--- config.mk ---
export PLATFORM = sky130hd
export DESIGN_NAME = tw_horizontal_loader
export DESIGN_NICKNAME = d
export VERILOG_FILES = /design/src/rtl/tw_horizontal_loader.sv
export SDC_FILE = /design/constraint.sdc
export NUM_CORES = 1
export LEC_CHECK = 0
export BUFFER_PORTS_ARGS = -buffer_cell sky130_fd_sc_hd__clkbuf_2
export CORE_UTILIZATION = 60
export DETAILED_ROUTE_END_ITERATION = 16
export GPL_ROUTABILITY_DRIVEN = 0
export PLACE_DENSITY_LB_ADDON = 0.08
export SYNTH_ARGS = -nofsm -noshare
export SYNTH_HDL_FRONTEND = slang
export SYNTH_SLANG_ARGS = --single-unit
--- constraint.sdc ---
create_clock -name CLK -period 7.1 [get_ports CLK]
set_input_delay 2.13 -clock CLK [delete_from_list [all_inputs] [get_ports CLK]]
set_output_delay 2.13 -clock CLK [all_outputs]
set_load 0.02 [all_outputs]
--- src/rtl/tw_horizontal_loader.sv ---
// tw_horizontal_loader: collects ENTRIES 128-bit twiddle words and replays them
// as one contiguous 2*ENTRIES-cycle burst on the 64-bit horizontal ROM port,
// high halves first (code 1) then low halves (code 2).
module tw_horizontal_loader #(
    parameter int P_WIDTH       = 128,
    parameter int horizontal_DW = 64,
    parameter int ENTRIES       = 4,
    parameter int CNT_W         = 2
) (
    input  logic                     CLK,
    input  logic                     rst_n,
    input  logic                     in_valid,
    output logic                     in_ready,
    input  logic [P_WIDTH-1:0]       in_data,
    input  logic                     burst_en,
    input  logic                     abort,
    output logic [horizontal_DW-1:0] horizontal_tf_out,
    output logic [1:0]               ROM7_w,
    output logic                     busy,
    output logic                     done
);

    typedef enum logic [2:0] {
        IDLE,
        FILL,
        WAIT,
        BURST_HI,
        BURST_LO,
        DONE
    } state_t;

    localparam logic [CNT_W-1:0] LAST = CNT_W'(ENTRIES - 1);

    state_t             state, state_nx;
    logic [CNT_W-1:0]   wr_idx, wr_idx_nx;
    logic [CNT_W-1:0]   rd_idx, rd_idx_nx;
    logic [CNT_W-1:0]   wr_addr;
    logic               wr_en;
    logic               handshake;
    logic [P_WIDTH-1:0] words [ENTRIES];

    assign handshake = in_valid & in_ready;
    assign wr_addr   = (state == IDLE) ? '0 : wr_idx;

    // State and index registers
    always_ff @(posedge CLK or negedge rst_n) begin
        if (!rst_n) begin
            state  <= IDLE;
            wr_idx <= '0;
            rd_idx <= '0;
        end else begin
            state  <= state_nx;
            wr_idx <= wr_idx_nx;
            rd_idx <= rd_idx_nx;
        end
    end

    // Next-state, index and buffer-write decode; abort only honoured before the burst
    always_comb begin
        state_nx  = state;
        wr_idx_nx = wr_idx;
        rd_idx_nx = rd_idx;
        wr_en     = 1'b0;
        case (state)
            IDLE: begin
                if (abort) begin
                    wr_idx_nx = '0;
                end else if (handshake) begin
                    wr_en     = 1'b1;
                    wr_idx_nx = CNT_W'(1);
                    state_nx  = FILL;
                end
            end
            FILL: begin
                if (abort) begin
                    wr_idx_nx = '0;
                    state_nx  = IDLE;
                end else if (handshake) begin
                    wr_en = 1'b1;
                    if (wr_idx == LAST) begin
                        wr_idx_nx = '0;
                        state_nx  = WAIT;
                    end else begin
                        wr_idx_nx = wr_idx + CNT_W'(1);
                    end
                end
            end
            WAIT: begin
                if (abort) begin
                    wr_idx_nx = '0;
                    state_nx  = IDLE;
                end else if (burst_en) begin
                    rd_idx_nx = '0;
                    state_nx  = BURST_HI;
                end
            end
            BURST_HI: begin
                if (rd_idx == LAST) begin
                    rd_idx_nx = '0;
                    state_nx  = BURST_LO;
                end else begin
                    rd_idx_nx = rd_idx + CNT_W'(1);
                end
            end
            BURST_LO: begin
                if (rd_idx == LAST) begin
                    rd_idx_nx = '0;
                    state_nx  = DONE;
                end else begin
                    rd_idx_nx = rd_idx + CNT_W'(1);
                end
            end
            DONE: begin
                state_nx = IDLE;
            end
            default: begin
                state_nx = IDLE;
            end
        endcase
    end

    // Word buffer; contents are don't-care after reset
    always_ff @(posedge CLK) begin
        if (wr_en) begin
            words[wr_addr] <= in_data;
        end
    end

    // Registered outputs; in_ready/busy follow the next state so in_ready
    // drops in the same cycle the group becomes complete
    always_ff @(posedge CLK or negedge rst_n) begin
        if (!rst_n) begin
            in_ready          <= 1'b0;
            busy              <= 1'b0;
            done              <= 1'b0;
            ROM7_w            <= 2'd0;
            horizontal_tf_out <= '0;
        end else begin
            in_ready <= (state_nx == IDLE) || (state_nx == FILL);
            busy     <= (state_nx != IDLE);
            done     <= (state == DONE);
            case (state)
                BURST_HI: begin
                    ROM7_w            <= 2'd1;
                    horizontal_tf_out <= words[rd_idx][P_WIDTH-1:horizontal_DW];
                end
                BURST_LO: begin
                    ROM7_w            <= 2'd2;
                    horizontal_tf_out <= words[rd_idx][horizontal_DW-1:0];
                end
                default: begin
                    ROM7_w            <= 2'd0;
                    horizontal_tf_out <= '0;
                end
            endcase
        end
    end

endmodule

==> impl_metrics.toml <==
[outcome]
outcome = "complete, no violations"

[clocking]
clockRootBuffer = "clkbuf_16"
clk_pin_slew_ns = 0.06
cts_buffers = 56
ctsHoldBuffers = 0
htree_levels = 2
postCtsSetupBuffers = 0
clockBufferDepth = 3
cts_tree = "done"
cts_resized = 0
insertion_delay_ns = 0.57
cts_sinks = 588

[global_routing]
grt-ovfl-total = 0
grt_pass1_wl_um = 61490
grt_max_degree = 96
track_usage = 0.2263
grt_antenna_before_repair = 6
grt_pass1_vias = 10604

[power_and_ir_drop]
pwr-share-comb = 0.055
p_int_uw = 5672
p_sw_frac = 0.2022
pwr-share-clk = 0.400
p_per_area_mw_per_mm2 = 286.8
p_leak_uw = 0.01019
p_sw_uw = 1437
p_seq_frac = 0.545
ir_worst_vdd_mv = 0.2368

[floorplanning]
io_pins = 202
die_h_um = 191.4
row_count = 69
initial_core_util = 0.6083
die_x_um = 191.4
core_mm2 = 0.03540
dieArea_mm2 = 0.03665

[logic_synthesis]
synth_fa_ha_area_frac = 0.001162
syn_nets = 1147
synth_mux_area_frac = 0.1266
syn_area_mm2 = 0.02153
synthArstFlopShare = 0.1293
synth-simple-area-share = 0.008193
synth-compound-area-share = 0.04655
ys.flop_type = "edfxtp_1"
synth_seq_cells = 588
synth-edff-count = 512
synth_top_family_by_area = "multiplexers"
yosys_warnings = 0
postSynthCellCount = 1012
synth_xor_area_frac = 0
seq_area_frac_synth = 0.8024
synth.avg_cell_area_um2 = 21.28
synth_cell_types = 35

[setup_path]
cp.required_ns = 7.32
max_stage_delay_ns = 0.78
critical_path_class = "input pin to flop"
cp-start-kind = "input pin"
rrSetupSlack_ns = 4.21
critPathTopFamily = "simple AND/OR/NAND/NOR gates"
crit_path_cell_trace = "clkbuf_2, nor2_1, and3_1, and3b_4, buf_4"
arrival_ns = 4.26
crit_buf_inv = 2
cp_slowest_cell = "and3b_4"
timing.critical_path.fanout_max = 46
timing.rr.start = "state[2]"
reg2reg_to = "words[1][80]"
reg2reg_depth = 4
endpoint_kind = "flop"

[placed_design]
dpl.cell_count = 1631
placed_area_mm2 = 0.02300
hpwlAfterDp_um = 21920
port_buffers = 201

[layout]
syn_to_final_growth_pct = 15.12
final_cells = 1738
final_cell_mix = "edfxtp_1 (512), clkbuf_2 (200), mux2i_1 (126)"
final_util = 0.7003
final_common_cell = "edfxtp_1"
drive_above_1_share = 0.2891
postLayoutCellArea_mm2 = 0.02479
nets = 1363
nFillCells = 2287

[detailed_routing]
route.detailed.drc = 0
totalWireLength_um = 40630
wl_met3_um = 2407
drt_iter0_drc = 707
vias = 10260
wl_met2_um = 20430
top_layer = "met5"
drt-vias-per-instance = 5.903
first_pass_iters = 5
drt.antenna.violating_nets = 0
wl_met1_um = 17080
routedWlPerCell_um = 23.38

[timing]
clock_skew_ns = 0.01465
slew_violations = 0
fin_crit_ns = 4.043
fmax_mhz = 247.4
worstMarginPinSlew_ns = 1.065
fin_crit_sh = 0.5694
hold_violations = 0
setup_tns_ns = 0
slew_headroom = 0.2900
whs_ns = 0.6201
rsz0062_at_grt = "false"
setup_viol = 0

[min_path]
whs_path_depth = 1
hold_path_class = "flop to flop"
min_to = "wr_idx[1]"
min_from = "wr_idx[1]"

[run]
maxCapViolCount = 0
==> through the flow <==
| step | power (µW) | setup WS, ns |
|---|---|---|
| floorplan | 4211 | 0.9917 |
| global placement | 4334 | 2.512 |
| detailed placement | 4344 | 2.477 |
| CTS | 7169 | 3.078 |
| global route | 7338 | 2.970 |
| finish | 7109 | 3.057 |
==> per-layer routing <==
| layer | GRT usage | vias up |
|---|---|---|
| met5 | 0 | - |
| met2 | 0.3715 | 287 |
| met1 | 0.3113 | 5330 |
| met3 | 0.04737 | 49 |
| li1 | - | 4586 |
| met4 | 0.06136 | 8 |
==> power by group through the flow <==
stage               clock network (µW)  logic, µW  registers [µW]
floorplan                            0        302            3910
global placement                     0        390            3940
detailed placement                   0        398            3950
CTS                               2900        400            3870
global route                      3030        425            3880
finish                            2840        392            3870
==> area by class of cell <==
| class | count | area (µm²) | area share |
|---|---|---|---|
| clock inverter | 26 | 196.4 | 0.007925 |
| tap | 461 | 576.8 | 0.02327 |
| antenna | 4 | 10.01 | 0.0004038 |
| timing repair buffer | 213 | 1161 | 0.04684 |
| multi-input combinational | 367 | 3970 | 0.1602 |
| clock buffer | 77 | 1582 | 0.06380 |
| sequential | 588 | 17280 | 0.6973 |
| inverter | 2 | 7.507 | 0.0003029 |
==> state kept, by name, indices dropped and copies added (netlist names) <==
signal,flops
horizontal_tf_out,64
in_ready,1
rd_idx,2
state,3
words,512
ROM7_w,2
wr_idx,2
done,1
busy,1
==> cell usage after synthesis, types with 3 or more instances <==
cell | count | area, µm²
nor2_1 | 5 | 18.77
buf_1 | 6 | 22.52
a21o_1 | 63 | 473.0
mux2i_1 | 126 | 1261
o21ai_0 | 5 | 25.02
dfrtp_1 | 76 | 1902
mux4_2 | 65 | 1464
and3b_1 | 5 | 43.79
buf_2 | 22 | 110.1
clkbuf_1 | 14 | 52.55
nand2_1 | 6 | 22.52
a22o_1 | 3 | 26.28
and3_1 | 4 | 25.02
o22ai_1 | 63 | 394.1
nand2b_1 | 3 | 18.77
buf_6 | 11 | 123.9
edfxtp_1 | 512 | 15370
==> logic make-up after synthesis <==
group                    Yosys count
AO/OA/AOI/OAI                    145
flip-flops                       588
buffers and inverters             57
adder cells (fa/ha/maj)            2
multiplexers                     191
AND/OR/NAND/NOR                   29
==> worst max path at each step <==
stage                     start           end  slack (ns)  cells after the start
after global placement    abort  words[3][89]        2.51                      5
after floorplan           abort   words[3][0]        0.99                      3
after CTS                 abort  words[1][26]        3.08                      5
after global routing      abort  words[3][89]        2.97                      5
final                     abort  words[1][80]        3.06                      5
after detailed placement  abort  words[3][25]        2.48                      5
==> worst register-to-register path, delay by kind of cell (launching register included) <==
kind | cells | cell delay, ns
flip-flops | 1 | 0.50
AND/OR/NAND/NOR | 3 | 1.44
buffers and inverters | 1 | 0.58
Power figures use the tool's default switching activity.
